--- config.mk ---
export PLATFORM = sky130hd
export DESIGN_NAME = imem_boot_loader
export DESIGN_NICKNAME = d
export VERILOG_FILES = /design/src/rtl/boot_pkg.sv /design/src/rtl/imem_array.sv /design/src/rtl/imem_boot_loader.sv
export SDC_FILE = /design/constraint.sdc
export NUM_CORES = 1
export LEC_CHECK = 0
export ABC_CLOCK_PERIOD_IN_PS = 4550
export BUFFER_PORTS_ARGS = -buffer_cell sky130_fd_sc_hd__buf_2
export CAP_MARGIN = 20
export CORE_MARGIN = 2
export CORE_UTILIZATION = 60
export CTS_CLUSTER_DIAMETER = 50
export DETAILED_ROUTE_END_ITERATION = 8
export PLACE_DENSITY = 0.76
export SLEW_MARGIN = 20
export SYNTH_ARGS = -nofsm -noshare
export SYNTH_HDL_FRONTEND = slang
export SYNTH_SLANG_ARGS = --single-unit
--- constraint.sdc ---
create_clock -name clk -period 4.55 [get_ports clk]
set_input_delay 0.455 -clock clk [delete_from_list [all_inputs] [get_ports clk]]
set_output_delay 0.455 -clock clk [all_outputs]
set_load 0.01 [all_outputs]
--- src/rtl/boot_pkg.sv ---
// Shared definitions for the instruction-memory boot loader: FSM state
// encoding and the HALT instruction returned for unloaded fetch addresses.
package boot_pkg;

  typedef enum logic [2:0] {
    IDLE    = 3'd0,
    LOAD    = 3'd1,
    RELEASE = 3'd2,
    RUN     = 3'd3,
    ERROR   = 3'd4
  } boot_state_t;

  localparam logic [5:0]  OPC_HALT   = 6'b111111;
  localparam logic [31:0] HALT_INSTR = {OPC_HALT, 26'd0};

endpackage

--- src/rtl/imem_array.sv ---
// DEPTH x 32 instruction storage: synchronous write port for the loader,
// asynchronous read port for the single-cycle core's fetch. Not reset.
module imem_array #(
  parameter int DEPTH  = 16,
  parameter int ADDR_W = $clog2(DEPTH)
) (
  input  logic              clk,
  input  logic              we,
  input  logic [ADDR_W-1:0] waddr,
  input  logic [31:0]       wdata,
  input  logic [ADDR_W-1:0] raddr,
  output logic [31:0]       rdata
);

  logic [31:0] mem [DEPTH];

  // Write one program word per accepted loader transfer.
  always_ff @(posedge clk) begin
    if (we) mem[waddr] <= wdata;
  end

  assign rdata = mem[raddr];

endmodule

--- src/rtl/imem_boot_loader.sv ---
// Instruction store plus boot loader for the single-cycle core.
// After reset it accepts a program over a valid/ready stream, holds the core
// in reset while loading, then releases it RELEASE_DLY+1 cycles after the last
// word. Fetch is combinational; addresses not yet loaded return HALT_INSTR.
// Optional feature macro: BOOT_CSUM_EN (XOR checksum of the program compared
// against exp_csum on the last word; mismatch parks the loader in ERROR).
module imem_boot_loader
  import boot_pkg::*;
#(
  parameter int DEPTH       = 16,
  parameter int ADDR_W      = $clog2(DEPTH),
  parameter int RELEASE_DLY = 2
) (
  input  logic              clk,
  input  logic              resetn,
  input  logic              load_valid,
  output logic              load_ready,
  input  logic [31:0]       load_data,
  input  logic              load_last,
  input  logic [31:0]       exp_csum,
  input  logic [ADDR_W-1:0] fetch_addr,
  output logic [31:0]       fetch_instr,
  output logic              core_resetn,
  output logic              boot_done,
  output logic              overflow_err,
  output logic              csum_err,
  output boot_state_t       state_dbg
);

  localparam int REL_W = (RELEASE_DLY < 1) ? 1 : $clog2(RELEASE_DLY + 1);
  localparam logic [ADDR_W:0]  LAST_IDX = (ADDR_W + 1)'(DEPTH - 1);
  localparam logic [REL_W-1:0] REL_END  = REL_W'(RELEASE_DLY);

  boot_state_t      state;
  logic [ADDR_W:0]  count;
  logic [REL_W-1:0] rel_cnt;
  logic             xfer;
  logic [31:0]      rd_data;

  // Handshake: a word moves when load_valid && load_ready on a rising edge.
  // load_ready is registered and high only in LOAD; load_valid may be
  // dropped at any time, and data/last are only looked at on a transfer.
  assign xfer = load_valid && load_ready;

`ifdef BOOT_CSUM_EN
  logic [31:0] csum_acc;
`else
  // exp_csum has no consumer without the checksum feature.
  logic unused_exp_csum;
  assign unused_exp_csum = ^exp_csum;
  assign csum_err        = 1'b0;
`endif

  // Boot FSM with its counters and registered outputs.
  always_ff @(posedge clk or negedge resetn) begin
    if (!resetn) begin
      state        <= IDLE;
      count        <= '0;
      rel_cnt      <= '0;
      load_ready   <= 1'b0;
      core_resetn  <= 1'b0;
      boot_done    <= 1'b0;
      overflow_err <= 1'b0;
`ifdef BOOT_CSUM_EN
      csum_acc     <= '0;
      csum_err     <= 1'b0;
`endif
    end else begin
      case (state)
        IDLE: begin
          state      <= LOAD;
          load_ready <= 1'b1;
        end
        LOAD: begin
          if (xfer) begin
            count <= count + 1'b1;
`ifdef BOOT_CSUM_EN
            csum_acc <= csum_acc ^ load_data;
`endif
            if (load_last) begin
              load_ready <= 1'b0;
              state      <= RELEASE;
`ifdef BOOT_CSUM_EN
              // The last word itself is folded in here, not from csum_acc.
              if ((csum_acc ^ load_data) != exp_csum) begin
                csum_err <= 1'b1;
                state    <= ERROR;
              end
`endif
            end else if (count == LAST_IDX) begin
              // Memory is full and the program still claims more words.
              load_ready   <= 1'b0;
              overflow_err <= 1'b1;
              state        <= ERROR;
            end
          end
        end
        RELEASE: begin
          if (rel_cnt == REL_END) begin
            state       <= RUN;
            core_resetn <= 1'b1;
            boot_done   <= 1'b1;
          end else begin
            rel_cnt <= rel_cnt + 1'b1;
          end
        end
        RUN:     state <= RUN;
        ERROR:   state <= ERROR;
        default: state <= ERROR;
      endcase
    end
  end

  imem_array #(
    .DEPTH  (DEPTH),
    .ADDR_W (ADDR_W)
  ) u_imem (
    .clk   (clk),
    .we    (xfer),
    .waddr (count[ADDR_W-1:0]),
    .wdata (load_data),
    .raddr (fetch_addr),
    .rdata (rd_data)
  );

  // Only words written since the last reset are visible to the core.
  assign fetch_instr = ({1'b0, fetch_addr} < count) ? rd_data : HALT_INSTR;
  assign state_dbg   = state;

endmodule

## Word level (Yosys, flattened, before mapping)

Memory sizes are Yosys's and may differ from the RTL's.
Index checks and enable logic that the tools add are counted.
W data, S select, Z words.

- Bits in writable memories: 512
- Input bits: 72
- Memory bits (read-only): 0
- Logic and storage cells: 41
- Latch bits: 0
- Memories kept: 1
- Register bits after elaboration: 13
- Output and inout bits: 40

Memories:

| memory | words | bits a word | rd ports | clocked after Yosys merged registers in | write ports | line | source |
|---|---|---|---|---|---|---|---|
| u_imem.mem | 16 | 32 | 1 | 0 | 1 | imem_array.sv:15 | `logic [31:0] mem [DEPTH];` |

- Multiplexer cells: 12
- Bitwise gates (word level): 2
- Add/subtract/negate cells: 2
- Eq/ne operators: 8
- Shift-type cells: 0
- Reduce and logical (&&, ||, !) cells: 9
- Order comparisons: 1
- Multipliers: 0
- Div/mod/pow operators: 0

Operators with widths:

| operator | count |
|---|---|
| $mux W32 | 1 |
| $mux W3 | 4 |
| $pmux W3 S4 | 1 |
| $eq A3 B2 Y1 const B | 2 |
| $reduce_and A2 Y1 | 3 |
| $reduce_and A3 Y1 | 2 |
| $add A5 B1 Y5 const B | 1 |
| $eq A5 B4 Y1 const B | 1 |
| $lt A4 B5 Y1 | 1 |
| $mux W1 | 5 |
| $reduce_and A4 Y1 | 1 |
| $eq A3 B1 Y1 const B | 1 |
| $logic_not A3 Y1 | 1 |
| $ne A3 B3 Y1 const B | 1 |
| $add A2 B1 Y2 const B | 1 |
| $eq A2 B2 Y1 const B | 1 |
| $ne A2 B1 Y1 const B | 1 |
| $ne A2 B2 Y1 const B | 1 |
| $not A1 Y1 | 2 |
| $pmux W1 S2 | 1 |
| $reduce_bool A2 Y1 | 1 |
| $logic_and A1 B1 Y1 | 1 |

## Logic depth before layout (Yosys ltp)

- Depth in word-level cells: 5
- Gate-level depth with buffers: 7
- Depth with buffers taken out: 6

## Cells and area by module

From an unflattened synthesis, not the netlist that was laid out.

- Cell total of the unflattened synthesis: 908
- Area total of the unflattened synthesis: 20206.9 um^2

By module, submodules not included:

| module | area each (um^2) | instances | cells each | seq. area each (um^2) |
|---|---|---|---|---|
| imem_array | 19213.4 | 1 | 806 | 15374.7 |
| imem_boot_loader | 993.5 | 1 | 102 | 325.3 |

## Worst setup path after synthesis

No wires, ideal clock.

- Kind: input to register
- From: input port load_valid
- To: memory u_imem.mem[1][0] (enable)
- Path slack: 978 ps
- Arrival time: 3111 ps
- Library setup time: 461 ps
- Stages: 4
- Buffers on the path: 1
- Required time: 4089 ps
- Cell sequence: and2_1 > clkbuf_1 > nand2_1 > nor3_1

- Word-level cells in the longest chain between the ends: 3

Ends and longest elaborated chain:

| item | line | source |
|---|---|---|
| from (decl) | imem_boot_loader.sv:16 | `input logic load_valid,` |
| $logic_and A1 B1 Y1 | imem_boot_loader.sv:43 | `assign xfer = load_valid && load_ready;` |
| $mux W1 | imem_array.sv:19 | `if (we) mem[waddr] <= wdata;` |
| $mux W1 (implied by the code) | imem_array.sv:19 |  |
| to (decl) | imem_array.sv:15 |  |

No other way between the ends.

## Worst setup path in the final report

- From: register count[2]
- To: output port fetch_instr[0]

- Word-level cells in the longest chain between the ends: 2

Ends and longest elaborated chain:

| item | line | source |
|---|---|---|
| from (decl) | imem_boot_loader.sv:35 | `logic [ADDR_W:0] count;` |
| from (signal assigned) | imem_boot_loader.sv:76 | `count <= count + 1'b1;` |
| $lt A4 B5 Y1 | imem_boot_loader.sv:127 | `assign fetch_instr = ({1'b0, fetch_addr} < count) ? rd_data : HALT_INSTR;` |
| $mux W32 | imem_boot_loader.sv:127 |  |
| to (decl) | imem_boot_loader.sv:22 | `output logic [31:0] fetch_instr,` |

No other way between the ends.

==> qor.yml <==
status: "finished clean"
end_kind: "output pin"
syn-num-nets: 993
gr-total-overflow: 0
power_density_mw_per_mm2: 495
clk_latency_ns: 0.58
fin_crit_ns: 3.26
timing.rr.end: "u_imem.mem[12][18]"
via_per_inst: 6.53
io_pins: 112
synth_adder_area_share: 0.00557
crit_family: "compound AO/OA/AOI/OAI gates"
hold_path_class: "in -> reg"
clkPwrFrac: 0.380
period_share: 0.717
dp_hpwl_um: 22800
ys_seq_area_frac: 0.777
crit_type: "reg -> out"
fin_tns_setup_ns: 0
filler_cell_count: 2005
place_congestion: 0.755
p_leak_nw: 7.54
syn_area_per_cell_sq_um: 22.2
dp.cells: 1414
async_flop_share: 0.0248
r2r_start: "count[2]"
crit_slowest_cell: "dfrtp_1"
wl_um: 42900
synth-edff-count: 512
peakVddDrop_v: 0.000348
fmax_mhz: 307
power_w: 0.0114
utilization: 0.691
yosys.area_share.simple: 0.0157
cp.required_ns: 4.09
clockRootBuffer: "clkbuf_16"
critPathMaxStageDelay_ns: 0.61
finalSetupViolations: 0
ys_ff_latch: 525
final_cell_count_no_fill: 1512
critPathLaunchType: "register"
finalHoldViolCount: 0
holdPathEnd: "state_dbg[1]"
synth_top_family_by_area: "multiplexers"
synthMuxAreaShare: 0.144
syn2layout_area_growth_pct: 14.1
cts_inserted_buffers: 52
ys_types: 36
crit_buf_inv: 3
holdPathStages: 3
ant_nets: 0
max_slew_margin: 0.279
fin_hold_ws_ns: 0.188
fin_worst_skew_ns: 0.0130
ys.flop_type: "edfxtp_1"
core.rowCount: 67
synth_compound_area_frac: 0.0409
cts.path.max_buffers: 3
syn_area_sq_mm: 0.0202
pwr-share-seq: 0.504
synth_cells: 912
design.core.area_sq_mm: 0.0334
grt_pass1_vias: 9995
ff2ff_path_depth: 3
dieArea_sq_mm: 0.0352
grtUsageTotal: 0.251
portBuffers: 78
rsz0062_at_grt: "false"
first_pass_iters: 5
clkTransAtPathRegs_ns: 0.06
drive_above_1_share: 0.316
hold_start: "load_last"
cts_tree: "done"
grt_max_degree: 68
p_sw_frac: 0.242
worst_pin_slew_ns: 1.08
arrival_ns: 2.81
cts.sinks: 525
htreeDepth: 2
dr.first_iter.drc_count: 1248
power_switching_w: 0.00276
maxCapViolations: 0
yosys.area_share.xor_xnor: 0.00173
cts_setup_buffers: 0
path_cells: "inv_1 -> ha_1 -> a211o_1 -> buf_4 -> a21oi_1 -> buf_2"
crit_fanout: 26
combPwrFrac: 0.116
die_w_um: 188
antenna_found_initial: 1
vias: 9870
die_h_um: 188
wire_per_inst_um: 28.4
grt_pass1_wl_um: 64000
final-max-slew-violation-count: 0
remaining_drc_errors: 0
layout.nets: 1102
start_util: 0.606
ys_warn_count: 0
p_int_w: 0.00865
reg2reg_setup_slack_ns: 1.98
==> worst max-delay path by stage <==
stage                              from                to  slack [ns]  cells after the start
after CTS                 fetch_addr[0]   fetch_instr[27]        1.26                      6
final                          count[2]    fetch_instr[0]        1.29                      6
after floorplan              load_valid  u_imem.mem[1][0]        0.98                      4
after detailed placement  fetch_addr[0]   fetch_instr[27]        1.27                      6
after global routing      fetch_addr[0]   fetch_instr[27]        1.11                      6
after global placement    fetch_addr[0]   fetch_instr[27]        1.29                      6
==> registers in the layout, summed over array words and instances, names as in the netlist <==
name,count
load_ready,1
u_imem.mem,512
boot_done,1
count,5
overflow_err,1
state_dbg,3
rel_cnt,2
==> cell usage in the layout (no fill, tap or decap), types with 26 or more instances in the layout <==
master / instances
edfxtp_1: 512
a21oi_1: 26
buf_4: 30
buf_2: 76
mux4_2: 122
a22o_1: 58
nor2_1: 32
clkbuf_16: 54
==> worst register-to-register path: cells and delay by family (launching register included) <==
family        cells  cell delay (ns)
simple gates      2             1.27
flops             1             0.61
buf+inv           1             0.38
==> power by group through the flow <==
stage          logic (W)  clock network (W)  registers (W)
2_1_floorplan   0.000759                  0        0.00580
3_3_place_gp     0.00128                  0        0.00582
3_5_place_dp     0.00131                  0        0.00584
4_1_cts          0.00132            0.00437        0.00575
5_1_grt          0.00142            0.00455        0.00577
6_report         0.00132            0.00433        0.00575
==> metal layers <==
metal,up-vias,track usage,share of wire
li1,4065,-,-
met1,5226,0.364,0.40
met2,508,0.399,0.50
met3,71,0.0468,0.082
met4,0,0.0757,0.022
met5,-,0,0
==> cell families after synthesis <==
logic type,after synthesis
AOI/OAI and AO/OA,108
adders and majority gates,9
muxes,129
buffers and inverters,62
other,1
xor gates and xnor gates,4
and+or+nand+nor,74
DFF,525
==> timing repair <==
action,4_1_cts,5_1_grt
hold buffers,1,0
resized for setup,0,0
endpoints found under the hold margin,13,0
setup endpoints to repair,0,0
==> cell usage after synthesis, types with 5 or more instances <==
library cell / count / area, sq um
edfxtp_1: 512 / 15400
mux4_2: 122 / 2750
a22o_1: 58 / 508
nor2_1: 46 / 173
a21oi_1: 26 / 130
clkbuf_1: 25 / 93.8
dfrtp_1: 13 / 325
buf_2: 11 / 55.1
nand2_1: 11 / 41.3
buf_1: 10 / 37.5
o21ai_0: 10 / 50.1
ha_1: 9 / 113
inv_1: 7 / 26.3
mux4_1: 6 / 158
buf_6: 5 / 56.3
==> per-stage QoR <==
stage / setup slack [ns] / area, sq um
4_1_cts: 1.26 / 23000
2_1_floorplan: 0.978 / 20200
3_5_place_dp: 1.27 / 21300
6_report: 1.29 / 23100
3_3_place_gp: 1.29 / 21300
5_1_grt: 1.11 / 23100
==> final cells by class <==
type | instances | area (sq um) | share of cell area
Timing Repair Buffer | 110 | 669 | 0.0290
Tap cell | 448 | 561 | 0.0243
Clock inverter | 36 | 372 | 0.0161
Antenna cell | 1 | 2.50 | 0.000109
Inverter | 7 | 26.3 | 0.00114
Sequential cell | 525 | 15700 | 0.681
Clock buffer | 60 | 1370 | 0.0596
Multi-Input combinational cell | 325 | 4350 | 0.189
No activity file was read; power rests on OpenSTA's default activity.
